**src/rtl/seg7_scan_mux_pkg.sv**
```systemverilog
// Shared definitions for the 7-segment scan multiplexer: the blank code,
// slot phase encoding and the digit-validity / leading-zero helpers.
package seg7_pkg;

  // Nibble that the downstream decoder renders as all segments off.
  localparam logic [3:0] BCD_BLANK = 4'hF;

  // Widest digit bank the helper functions handle; NUM_DIGITS must not exceed it.
  localparam int MAX_DIGITS = 16;

  // Phase of the current digit slot.
  typedef enum logic [0:0] {
    SLOT_BLANK = 1'b0,
    SLOT_SHOW  = 1'b1
  } slot_phase_e;

  // True when the nibble is a legal decimal digit.
  function automatic logic is_bcd(input logic [3:0] nibble);
    return (nibble <= 4'd9);
  endfunction

  // Per-digit leading-zero blank vector. Digit i is blanked when blanking is
  // enabled, i is not the least significant digit, and every digit from i up
  // to the most significant one is zero. Only the low num_digits digits count.
  function automatic logic [MAX_DIGITS-1:0] lz_mask(
    input logic [4*MAX_DIGITS-1:0] bank,
    input logic                    lz_en,
    input int                      num_digits
  );
    logic [MAX_DIGITS-1:0] mask;
    logic                  zero_run;
    mask     = '0;
    zero_run = 1'b1;
    for (int i = MAX_DIGITS - 1; i >= 0; i--) begin
      if (i < num_digits) begin
        zero_run = zero_run & (bank[4*i +: 4] == 4'd0);
        mask[i]  = lz_en & zero_run & (i != 0);
      end
    end
    return mask;
  endfunction

endpackage

```
**src/rtl/seg7_scan_mux_if.sv**
```systemverilog
// Connection bundle between a digit producer and the scan multiplexer.
// There is no handshake: writes and loads are single-cycle strobes that are
// always accepted, and the display outputs are free-running registered values.
interface seg7_scan_mux_if #(
  parameter int NUM_DIGITS = 4
);
  localparam int AW = $clog2(NUM_DIGITS);

  // Shadow-bank update side
  logic                    wr_en;
  logic [AW-1:0]           wr_addr;
  logic [3:0]              wr_data;
  logic                    load_all;
  logic [4*NUM_DIGITS-1:0] all_data;
  logic                    lz_blank_en;

  // Display side
  logic [3:0]              digit_bcd;
  logic [NUM_DIGITS-1:0]   digit_en_n;
  logic                    frame_tick;

  // Producer / test driver
  modport master (
    output wr_en, wr_addr, wr_data, load_all, all_data, lz_blank_en,
    input  digit_bcd, digit_en_n, frame_tick
  );

  // Scan multiplexer
  modport slave (
    input  wr_en, wr_addr, wr_data, load_all, all_data, lz_blank_en,
    output digit_bcd, digit_en_n, frame_tick
  );

endinterface

```
**src/rtl/seg7_refresh_timer.sv**
```systemverilog
// Slot timing for the scanner: a prescaler that defines one digit slot and a
// slot index that walks the digits. Reports the slot phase and the frame wrap.
module seg7_refresh_timer
  import seg7_pkg::*;
#(
  parameter int REFRESH_DIV  = 50000,
  parameter int BLANK_CYCLES = 16,
  parameter int NUM_DIGITS   = 4,
  localparam int AW          = $clog2(NUM_DIGITS)
) (
  input  logic          clk,
  input  logic          rst_n,
  output logic [AW-1:0] idx,
  output logic          show_phase,
  output logic          frame_wrap,
  output slot_phase_e   phase
);

  localparam int PW = $clog2(REFRESH_DIV);

  localparam logic [PW-1:0] P_LAST  = PW'(REFRESH_DIV - 1);
  localparam logic [PW-1:0] P_BLANK = PW'(BLANK_CYCLES);
  localparam logic [AW-1:0] I_LAST  = AW'(NUM_DIGITS - 1);

  logic [PW-1:0] presc_q;
  logic [AW-1:0] idx_q;
  logic          slot_wrap;

  assign slot_wrap = (presc_q == P_LAST);

  // Prescaler counts through one slot; the slot index advances at each wrap.
  always_ff @(posedge clk or negedge rst_n) begin
    if (!rst_n) begin
      presc_q <= '0;
      idx_q   <= '0;
    end else if (slot_wrap) begin
      presc_q <= '0;
      idx_q   <= (idx_q == I_LAST) ? '0 : idx_q + AW'(1);
    end else begin
      presc_q <= presc_q + PW'(1);
    end
  end

  // The first BLANK_CYCLES of every slot keep all anodes off to stop ghosting.
  always_comb begin
    show_phase = (presc_q >= P_BLANK);
    phase      = show_phase ? SLOT_SHOW : SLOT_BLANK;
  end

  assign idx        = idx_q;
  assign frame_wrap = slot_wrap && (idx_q == I_LAST);

endmodule

```
**src/rtl/seg7_scan_mux.sv**
```systemverilog
// Time-multiplexed scanner for a common-anode 7-segment bank. Digits are
// written into a shadow bank and copied to the display bank only at the frame
// wrap, so a frame never shows a mix of old and new digits.
module seg7_scan_mux
  import seg7_pkg::*;
#(
  parameter int NUM_DIGITS   = 4,
  parameter int REFRESH_DIV  = 50000,
  parameter int BLANK_CYCLES = 16,
  localparam int AW          = $clog2(NUM_DIGITS)
) (
  input  logic             clk,
  input  logic             rst_n,
  seg7_scan_mux_if.slave   bus
);

  localparam int BW = 4 * NUM_DIGITS;

  logic [BW-1:0]           shadow_q;
  logic [BW-1:0]           shadow_d;
  logic [BW-1:0]           display_q;

  logic [AW-1:0]           idx;
  logic                    show_phase;
  logic                    frame_wrap;
  slot_phase_e             phase;

  logic [4*MAX_DIGITS-1:0] display_pad;
  logic [MAX_DIGITS-1:0]   blank_vec;
  logic [3:0]              cur_nibble;
  logic [3:0]              shown;
  logic [3:0]              bcd_d;
  logic [NUM_DIGITS-1:0]   en_n_d;

  seg7_refresh_timer #(
    .REFRESH_DIV  (REFRESH_DIV),
    .BLANK_CYCLES (BLANK_CYCLES),
    .NUM_DIGITS   (NUM_DIGITS)
  ) u_timer (
    .clk        (clk),
    .rst_n      (rst_n),
    .idx        (idx),
    .show_phase (show_phase),
    .frame_wrap (frame_wrap),
    .phase      (phase)
  );

  // Next shadow contents: a bulk load wins over a single-digit write, and a
  // write to a digit that does not exist is ignored.
  always_comb begin
    shadow_d = shadow_q;
    if (bus.load_all) begin
      shadow_d = bus.all_data;
    end else if (bus.wr_en && (int'(bus.wr_addr) < NUM_DIGITS)) begin
      shadow_d[4*int'(bus.wr_addr) +: 4] = bus.wr_data;
    end
  end

  // Shadow follows every update; the display bank takes the next-shadow value
  // at the frame wrap so a write landing on that very cycle is included.
  always_ff @(posedge clk or negedge rst_n) begin
    if (!rst_n) begin
      shadow_q  <= '0;
      display_q <= '0;
    end else begin
      shadow_q <= shadow_d;
      if (frame_wrap) begin
        display_q <= shadow_d;
      end
    end
  end

  // Select what the current digit shows: non-decimal nibbles and leading
  // zeros become the blank code. Blanking enable is used live, not committed.
  always_comb begin
    display_pad             = '0;
    display_pad[BW-1:0]     = display_q;
    blank_vec               = lz_mask(display_pad, bus.lz_blank_en, NUM_DIGITS);
    cur_nibble              = display_q[4*int'(idx) +: 4];
    if (!is_bcd(cur_nibble)) begin
      shown = BCD_BLANK;
    end else if (blank_vec[idx]) begin
      shown = BCD_BLANK;
    end else begin
      shown = cur_nibble;
    end
  end

  // Anode and nibble values for the current slot phase.
  always_comb begin
    en_n_d = '1;
    bcd_d  = BCD_BLANK;
    if (phase == SLOT_SHOW) begin
      en_n_d[idx] = 1'b0;
      bcd_d       = shown;
    end
  end

  // Registered outputs, one cycle behind the timer; reset forces all off.
  always_ff @(posedge clk or negedge rst_n) begin
    if (!rst_n) begin
      bus.digit_en_n <= '1;
      bus.digit_bcd  <= BCD_BLANK;
      bus.frame_tick <= 1'b0;
    end else begin
      bus.digit_en_n <= en_n_d;
      bus.digit_bcd  <= bcd_d;
      bus.frame_tick <= frame_wrap;
    end
  end

endmodule

```
**src/flat_wrapper.sv**
```systemverilog
// flat-port wrapper written by rule: the top's interface ports become plain ports
module seg7_scan_mux_flat import seg7_pkg::*;
#(
  parameter int NUM_DIGITS   = 4,
  parameter int REFRESH_DIV  = 50000,
  parameter int BLANK_CYCLES = 16,
  localparam int AW          = $clog2(NUM_DIGITS)
)
  (clk, rst_n, bus_wr_en, bus_wr_addr, bus_wr_data, bus_load_all, bus_all_data, bus_lz_blank_en, bus_digit_bcd, bus_digit_en_n, bus_frame_tick);
  seg7_scan_mux_if #(.NUM_DIGITS(NUM_DIGITS)) bus_i ();
  input  logic clk;
  input  logic rst_n;
  input wire logic [$bits(bus_i.wr_en)-1:0] bus_wr_en;
  input wire logic [$bits(bus_i.wr_addr)-1:0] bus_wr_addr;
  input wire logic [$bits(bus_i.wr_data)-1:0] bus_wr_data;
  input wire logic [$bits(bus_i.load_all)-1:0] bus_load_all;
  input wire logic [$bits(bus_i.all_data)-1:0] bus_all_data;
  input wire logic [$bits(bus_i.lz_blank_en)-1:0] bus_lz_blank_en;
  output wire logic [$bits(bus_i.digit_bcd)-1:0] bus_digit_bcd;
  output wire logic [$bits(bus_i.digit_en_n)-1:0] bus_digit_en_n;
  output wire logic [$bits(bus_i.frame_tick)-1:0] bus_frame_tick;
  assign bus_i.wr_en = bus_wr_en;
  assign bus_i.wr_addr = bus_wr_addr;
  assign bus_i.wr_data = bus_wr_data;
  assign bus_i.load_all = bus_load_all;
  assign bus_i.all_data = bus_all_data;
  assign bus_i.lz_blank_en = bus_lz_blank_en;
  assign bus_digit_bcd = bus_i.digit_bcd;
  assign bus_digit_en_n = bus_i.digit_en_n;
  assign bus_frame_tick = bus_i.frame_tick;
  seg7_scan_mux #(.NUM_DIGITS(NUM_DIGITS), .REFRESH_DIV(REFRESH_DIV), .BLANK_CYCLES(BLANK_CYCLES)) u_core (.clk(clk), .rst_n(rst_n), .bus(bus_i));
endmodule
```
**config.mk**
```make
export PLATFORM = sky130hd
export DESIGN_NAME = seg7_scan_mux_flat
export DESIGN_NICKNAME = d
export VERILOG_FILES = /design/src/rtl/seg7_scan_mux_pkg.sv /design/src/rtl/seg7_scan_mux_if.sv /design/src/rtl/seg7_refresh_timer.sv /design/src/rtl/seg7_scan_mux.sv /design/src/flat_wrapper.sv
export SDC_FILE = /design/constraint.sdc
export NUM_CORES = 1
export LEC_CHECK = 0
export ABC_CLOCK_PERIOD_IN_PS = 3380
export CAP_MARGIN = 20
export CORE_AREA = 2 2 83 85
export CTS_CLUSTER_SIZE = 20
export DETAILED_ROUTE_END_ITERATION = 7
export DIE_AREA = 0 0 85 87
export GPL_ROUTABILITY_DRIVEN = 1
export PLACE_DENSITY = 0.66
export SETUP_SLACK_MARGIN = 0.05
export SLEW_MARGIN = 0
export SYNTH_ARGS = -nofsm -noshare
export SYNTH_HDL_FRONTEND = slang
export SYNTH_SLANG_ARGS = --single-unit
```
**constraint.sdc**
```tcl
create_clock -name clk -period 3.38 [get_ports clk]
set_input_delay 0.507 -clock clk [delete_from_list [all_inputs] [get_ports clk]]
set_output_delay 0.507 -clock clk [all_outputs]
set_load 0.02 [all_outputs]
```
Word level (Yosys, flattened, before mapping)
Index checks and enable logic that the tools add are counted.

storage, ports and cells
  ROM bits = 0
  flip-flop bits (word level) = 59
  memories kept = 0
  logic and storage cells = 45
  RAM bits = 0
  bits in latches = 0

operators by class
  equality and inequality tests = 2
  $lt $le $gt $ge = 5
  $add $sub $neg = 3
  multiply operators = 0
  bitwise operators = 6
  multiplexer cells = 14
  reduce and logical (&&, ||, !) cells = 5
  divide/modulo/power cells = 0
  shift operators = 3

operators with widths
  cell                                                        number
  2-to-1 mux 16 bit                                           3
  negator 4 -> 33 bit                                         1
  variable shift 4 x 33 -> 16 bit, first input constant       1
  indexed part select 4 x 33 -> 16 bit                        1
  adder 16 x 1 -> 16 bit, second input constant               1
  bitwise mux 16 bit                                          1
  equality test 16 bit, second input constant                 1
  >= comparator 16 x 5 -> 1 bit, second input constant        1
  2-to-1 mux 4 bit                                            4
  indexed part select 16 x 5 -> 4 bit                         1
  logical NOT 4 bit                                           3
  bitwise AND 1 bit                                           5
  less-than comparator 2 x 5 -> 1 bit, second input constant  1
  <= comparator 4 bit, second input constant                  1
  inverter 4 bit                                              1
  less-than comparator 2 x 3 -> 1 bit, second input constant  1
  2-to-1 mux 1 bit                                            3
  adder 2 x 1 -> 2 bit, second input constant                 1
  binary-select mux 1 bit (select 2 bit)                      1
  demux 1 bit (select 2 bit)                                  1
  equality test 2 bit, second input constant                  1
  >= comparator 2 x 1 -> 1 bit, second input constant         1
  logical AND 1 bit                                           2
  2-to-1 mux 2 bit                                            1

Logic depth before layout (Yosys ltp)
Gate-level depths: netlist (run 1).

  depth in word-level cells = 9
  depth in mapped cells = 7

Cells and area by module
Synthesis (run 1) repeated with hierarchy kept, for this count alone.

unflattened totals
  cell total of the unflattened synthesis = 252
  area total of the unflattened synthesis = 2915.3 um^2

modules (own cells, without submodules)
  module              sequential area each (um^2)  area an instance (um^2)  instances  cells each
  seg7_scan_mux       1036.0                       2026.9                   1          168
  seg7_refresh_timer  450.4                        888.4                    1          84

Least setup slack after synthesis (run 1)
Ideal clock, no wire load.

  path kind = reg-to-reg
  start point = reg u_core.u_timer.presc_q[0]
  end point = reg u_core.display_q[0]
  data arrival time = 1.914 ns
  stages on the path, launching flop included = 7
  library setup time = 0.125 ns
  buffers on the path = 1
  slack = 1.341 ns
  clock period less this slack = 2.039 ns
  cells stage by stage = dfrtp_1 > ha_1 > nand3_4 > or3_4 > nor3_4 > buf_8 > mux2_2

between the ends
  cells in the longest elaborated chain, start to end = 2

RTL lines
  item                    line                      RTL
  from (decl)             seg7_refresh_timer.sv:25  logic [PW-1:0] presc_q;
  from (signal assigned)  seg7_refresh_timer.sv:40  presc_q <= presc_q + PW'(1);
  equality test 16 bit    seg7_refresh_timer.sv:29  assign slot_wrap = (presc_q == P_LAST);
  logical AND 1 bit       seg7_refresh_timer.sv:51  assign frame_wrap = slot_wrap && (idx_q == I_LAST);
  to (signal assigned)    seg7_scan_mux.sv:68       display_q <= shadow_d;
  to (decl)               seg7_scan_mux.sv:21       logic [BW-1:0] display_q;

Every way passes these cells.
A chain may end at the register's enable or synchronous reset.

Worst setup path in the final report (run 1)
  start point = in bus_wr_addr[0]
  end point = reg u_core.display_q[15]

between the ends
  cells in the longest elaborated chain, start to end = 5
  elaborated cells on any way between the ends = 6

RTL lines
  item                                                                                     line                 RTL
  from (decl)                                                                              flat_wrapper.sv:14   input wire logic [$bits(bus_i.wr_addr)-1:0] bus_wr_addr;
  negator 4 -> 33 bit (*)                                                                  seg7_scan_mux.sv:55  shadow_d[4*int'(bus.wr_addr) +: 4] = bus.wr_data;
  indexed part select 4 x 33 -> 16 bit or variable shift 4 x 33 -> 16 bit (tied branches)  seg7_scan_mux.sv:55
  bitwise mux 16 bit (*)                                                                   seg7_scan_mux.sv:55
  2-to-1 mux 16 bit (*)                                                                    seg7_scan_mux.sv:54  end else if (bus.wr_en && (int'(bus.wr_addr) < NUM_DIGITS)) begin
  2-to-1 mux 16 bit (*)                                                                    seg7_scan_mux.sv:52  if (bus.load_all) begin
  named net u_core.shadow_d[15]                                                            seg7_scan_mux.sv:20  logic [BW-1:0] shadow_d;

Mark *: on every way through the listed nets, which the timed path passes. The rest lies on a longest branch.

==> flow_summary.json, run 1 <==
{
  "grt_pass1_vias": 2053,
  "seq_area_frac_synth": 0.517,
  "post_cts_buffers": 0,
  "r2r_start": "u_core.u_timer.presc_q[0]",
  "met2_length_um": 2750,
  "cts_buffers": 9,
  "grt.total_usage": 0.171,
  "dr_wl_met3_um": 199,
  "boundaryPins": 36,
  "drt-wirelength-per-cell_um": 15.3,
  "period_share": 0.743,
  "ys.flop_type": "dfrtp_1",
  "ys_ff_latch": 59,
  "power_density_nw_per_um2": 443,
  "cts-resized-gates": 0,
  "worstRegToRegCells": 5,
  "grt_pass1_wl_um": 9900,
  "vias": 2059,
  "first_iter_violations": 93,
  "clkSinkCount": 59,
  "synth_edf_count": 0,
  "fin_crit_ps": 2510,
  "initial_core_util": 0.438,
  "drt-met1-wl_um": 2760,
  "syn-cell-area_um2": 2880,
  "insertion_delay_ps": 320,
  "synth_fp_nets": 296,
  "arrival_ps": 2770,
  "die_height_um": 87,
  "htreeDepth": 3,
  "fmax_mhz": 398,
  "async_reset_ff_frac": 1.00,
  "clock_skew_ps": 3.33,
  "dieArea_um2": 7400,
  "hold_buffers": 0,
  "synth_top_area_cell": "dfrtp_1",
  "cts-root-buf": "clkbuf_8",
  "maxCapViolCount": 0,
  "grt-ovfl-total": 0,
  "p_leak_nw": 1.53,
  "final_layout_size_suffix_gt1_frac": 0.186,
  "seq_area_um2": 1490,
  "report.final.slew_viol_count": 0,
  "fillCellCount": 587,
  "path_clk_slew_ps": 60,
  "irDropWorstVdd_uv": 284,
  "cp_max_fo": 9,
  "rsz0062_at_grt": "false",
  "viasPerCell": 5.40,
  "run_status": "finished, final reports clean",
  "setup_viol": 0,
  "grt_max_degree": 36,
  "n_antenna_cell": 0,
  "placed_cell_area_um2": 3280,
  "top_layer": "met4",
  "nNetsFinal": 334,
  "synth.area.top_cells": "dfrtp_1, dfstp_2, mux2_2, a21oi_1, ha_1",
  "end_kind": "register",
  "synth_cells": 258,
  "rr_endpoint": "u_core.display_q[15]",
  "num_rows": 30,
  "synth_common_cells": "dfrtp_1, a21oi_1, mux2_2, nor2b_1, nand4_1",
  "wl_um": 5810,
  "final_area_um2": 3510,
  "antenna_left": 0,
  "io_buffers": 35,
  "setup.worst_path.start_class": "input port",
  "dp_hpwl_um": 4190,
  "yosys_warnings": 0,
  "finalHoldViolCount": 0,
  "antenna_found_initial": 0,
  "hold_class": "input port to async pin",
  "area_delta_synth_final_pct": 21.9,
  "coreArea_um2": 6570,
  "fp.dieW_um": 85,
  "post-synth-top-count-cell": "dfrtp_1",
  "cts_tree": "done",
  "synth_top_area_share": 0.444,
  "worst_pin_slew_ps": 939,
  "multiInputGateArea_um2": 1300,
  "slew-limit-headroom": 0.372,
  "worst-r2r-setup-slack_ps": 950,
  "dr.pass1.iters": 4,
  "clock_path_buffers": 2,
  "avgSynthCellArea_um2": 11.1,
  "cp.required_ps": 3640,
  "drc_errors": 0,
  "gp_congestion": 0.756,
  "setup_tns_ps": 0,
  "crit_type": "input port to register",
  "synth_cell_types": 34
}
critical path, stage by stage:
cell and delay, ps:
clkdlybuf4s50_1 640, inv_1 210, ha_1 370, nor4bb_1 530, nand3_1 140, a21oi_1 200
mux2_2 190
layout by cell type (no fill, tap or decap), drive strengths merged, types with 3 or more instances in the layout:
master | Yosys | final
clkbuf | 7 | 11
nand3 | 10 | 10
ha | 11 | 11
or4 | 3 | 3
nor2 | 13 | 13
xnor2 | 7 | 7
clkdlybuf4s50 | 0 | 34
nand2 | 14 | 14
nor4 | 6 | 6
a21oi | 35 | 35
inv | 8 | 8
clkinv | 0 | 3
nand4 | 16 | 16
mux4 | 4 | 4
nor2b | 17 | 17
buf | 3 | 3
nor3 | 7 | 7
xor2 | 6 | 6
dfrtp | 51 | 51
dfstp | 8 | 8
mux2 | 17 | 17
cell type report:
type / instances / area share
inverter: 8 / 0.00857
multi-input combinational: 181 / 0.372
sequential: 59 / 0.424
clock buffer: 11 / 0.0432
clock inverter: 5 / 0.0214
timing repair buffer: 37 / 0.103
tap: 80 / 0.0286
stage by stage:
step                      setup WS, ps  total power [W]  utilization  std cells  hold WS (ps)
after floorplan                   1340         0.000787            -        258           211
after global placement             653         0.000846        0.499        365           485
after detailed placement           512         0.000849        0.499        365           486
after CTS                          884          0.00157        0.534        381           267
after global routing               716          0.00162        0.534        381           297
final                              867          0.00155        0.534        381           249
worst max-delay path by stage:
stage / startpoint / to / cells after the start
3_5_place_dp: bus_wr_addr[0] / u_core.display_q[15] / 7
5_1_grt: bus_wr_addr[0] / u_core.display_q[12] / 7
2_1_floorplan: u_core.u_timer.presc_q[0] / u_core.display_q[0] / 6
4_1_cts: bus_wr_addr[0] / u_core.display_q[15] / 7
6_report: bus_wr_addr[0] / u_core.display_q[15] / 7
3_3_place_gp: bus_wr_addr[0] / u_core.display_q[13] / 7
state kept, by name, indices dropped and copies added, names as in the netlist:
signal	count
u_core.bus.digit_en_n	4
u_core.bus.frame_tick	1
u_core.display_q	16
u_core.bus.digit_bcd	4
u_core.shadow_q	16
u_core.u_timer.presc_q	16
u_core.u_timer.idx	2
power breakdown:
group / total (W) / internal, W / leakage [nW] / switching, W
Clock: 0.000719 / 0.000451 / 0.119 / 0.000267
Sequential: 0.000730 / 0.000725 / 0.740 / 0.00000503
Combinational: 0.000105 / 0.0000481 / 0.667 / 0.0000568
Total: 0.00155 / 0.00122 / 1.53 / 0.000329
routing by layer:
layer,GRT usage,vias up
li1,-,994
met1,0.240,1005
met2,0.259,49
met3,0.0351,11
met4,0.0722,0
met5,0,-
logic make-up (layout without fill, tap and decap cells):
| logic type | Yosys count | in the layout | synth area share |
|---|---|---|---|
| XOR/XNOR | 13 | 13 | 0.0396 |
| multiplexers | 21 | 21 | 0.0979 |
| AND/OR/NAND/NOR | 95 | 95 | 0.192 |
| adder cells (fa/ha/maj) | 11 | 11 | 0.0478 |
| buffers and inverters | 18 | 61 | 0.0304 |
| flip-flops | 59 | 59 | 0.517 |
| AO/OA/AOI/OAI | 41 | 41 | 0.0757 |
Power figures use the tool's default switching activity.
==> run 2: changes to the inputs <==
- ABC_CLOCK_PERIOD_IN_PS: 3380 -> 2100
- PLACE_DENSITY: 0.66 -> 0.69
- clock period: 3.38 -> 2.1 ns (I/O delays scaled with it)
==> run 2 against run 1 <==
  * Power up 48%
  * Largest cell class unchanged
  * Critical path depth down 1
  * Register-to-register slack worse by 810 ps
  * Highest routed layer unchanged
  * Via count up 3.0%
  * Critical path type is now register to register
  * Largest power group unchanged
==> flow_summary.json, run 2 (synthesis results as in run 1) <==
{
  "run_status": "finished, final reports clean",
  "critPathTopFamily": "simple AND/OR/NAND/NOR gates",
  "setup.worst_path.start_class": "register",
  "fmax_mhz": 510,
  "drc_errors": 0,
  "num_rows": 30,
  "placed_cell_area_um2": 3420,
  "htreeDepth": 3,
  "worst_pin_slew_ps": 532,
  "crit_buf_inv": 1,
  "coreArea_um2": 6570,
  "first_iter_violations": 100,
  "viasPerCell": 5.30,
  "antenna_left": 0,
  "setup_slack_ps": 137,
  "insertion_delay_ps": 340,
  "grt-ovfl-total": 0,
  "cts-root-buf": "clkbuf_8",
  "n_antenna_cell": 0,
  "final_cell_mix": "dfrtp_1, a21oi_1, clkdlybuf4s50_1, buf_4",
  "vias": 2121,
  "dieArea_um2": 7400,
  "clock_path_buffers": 2,
  "io_buffers": 35,
  "slew-limit-headroom": 0.646,
  "grt_pass1_wl_um": 9790,
  "boundaryPins": 36,
  "final_layout_size_suffix_gt1_frac": 0.234,
  "pre_cts_slack_ps": -97.8,
  "critPathMaxStageDelay_ps": 420,
  "fp.dieW_um": 85,
  "end_kind": "register",
  "crit_path_cell_trace": "ha_2, nand3_4, or3_4, nor3_4, buf_12, mux2_2",
  "dp.cells": 381,
  "fin_cells": 400,
  "cp_slowest_cell": "or3_4",
  "cts_buffers": 9,
  "setup_tns_ps": 0,
  "initial_core_util": 0.438,
  "clock_skew_ps": 8.74,
  "largest_registers": "u_core.display_q: 16 flops, u_core.shadow_q: 16 flops, u_core.u_timer.presc_q: 16 flops",
  "fin_crit_ps": 1960,
  "period_share": 0.935,
  "crit_type": "register to register",
  "cp.required_ps": 2310,
  "area_delta_synth_final_pct": 26.6,
  "fin_hold_ws_ps": 501,
  "grt.total_usage": 0.171,
  "report.final.slew_viol_count": 0,
  "rsz0062_at_grt": "false",
  "grt_pass1_vias": 2082,
  "drt-wirelength-per-cell_um": 14.3,
  "grt_max_degree": 37,
  "arrival_ps": 2180,
  "setup_viol": 0,
  "dp_hpwl_um": 4230,
  "hold_class": "input port to async pin",
  "cts_tree": "done",
  "nNetsFinal": 353,
  "p_leak_nw": 1.59,
  "die_height_um": 87,
  "antenna_found_initial": 0,
  "final_area_um2": 3640,
  "layout.cells.most_common": "dfrtp_1",
  "power_density_nw_per_um2": 633,
  "cp_max_fo": 16,
  "maxCapViolCount": 0,
  "finalHoldViolCount": 0,
  "path_clk_slew_ps": 70,
  "clkSinkCount": 59,
  "dr.pass1.iters": 4,
  "irDropWorstVdd_uv": 442,
  "wl_um": 5720,
  "gp_congestion": 0.838
}
## run 2: cell count changes in the layout (fill, tap and decap cells not counted)
cell,delta
buf_4,+16
ha_2,+1
buf_12,+2
clkinv_4,+2
bufinv_16,-2
ha_1,-1
clkinvlp_4,+2
clkinv_2,-2
dlygate4sd3_1,+1
## run 2: cell type report
type / instances / area, um^2
Clock buffer: 11 / 151
Clock inverter: 5 / 37.5
Fill cell: 558 / 2930
Inverter: 8 / 30.0
Multi-Input combinational cell: 181 / 1310
Sequential cell: 59 / 1490
Tap cell: 80 / 100
Timing Repair Buffer: 56 / 531
## run 2: worst reg2reg max path, cell delays in order, from the launching register on
cell	delay, ps
dfrtp_1	410
ha_2	240
nand3_4	80
or3_4	420
nor3_4	170
buf_12	180
mux2_2	350
## run 2: path summary, 6_finish.rpt
check	start	endpoint	slack, ps	cells past startpoint
worst max-delay path	u_core.u_timer.presc_q[0]	u_core.display_q[0]	140	6
worst min-delay path	rst_n	u_core.display_q[2]	500	2
worst max register to register	u_core.u_timer.presc_q[0]	u_core.display_q[0]	140	6
worst min register to register	u_core.u_timer.presc_q[12]	u_core.u_timer.presc_q[12]	500	1
max in group asynchronous	rst_n	u_core.bus.digit_en_n[2]	990	3
min in group clk	u_core.u_timer.presc_q[12]	u_core.u_timer.presc_q[12]	500	1
## run 2: routing by layer
| metal | vias to the layer above | routed length [um] | GRT usage |
|---|---|---|---|
| li1 | 1037 | - | - |
| met1 | 1046 | 2700 | 0.229 |
| met2 | 34 | 2780 | 0.266 |
| met3 | 4 | 194 | 0.0654 |
| met4 | 0 | 40 | 0.0390 |
| met5 | - | 0 | 0 |
## run 2: repair_timing
item	in CTS	in global routing
resized for setup	0	1
endpoints found under the hold margin	17	0
hold buffers	1	0
buffers inserted	0	2
endpoints found under the setup margin	0	16
## run 2: stage by stage
stage	util	total power, W
after global placement	0.521	0.00139
after global routing	0.554	0.00240
after CTS	0.552	0.00234
after detailed placement	0.521	0.00139
final	0.554	0.00231
after floorplan	-	0.00127
## run 2: power by group
| part | switching, W | internal (W) | leakage, nW |
|---|---|---|---|
| Clock | 0.000443 | 0.000493 | 0.0915 |
| Sequential | 0.00000842 | 0.00117 | 0.740 |
| Combinational | 0.0000954 | 0.0000990 | 0.763 |
| Total | 0.000547 | 0.00176 | 1.59 |
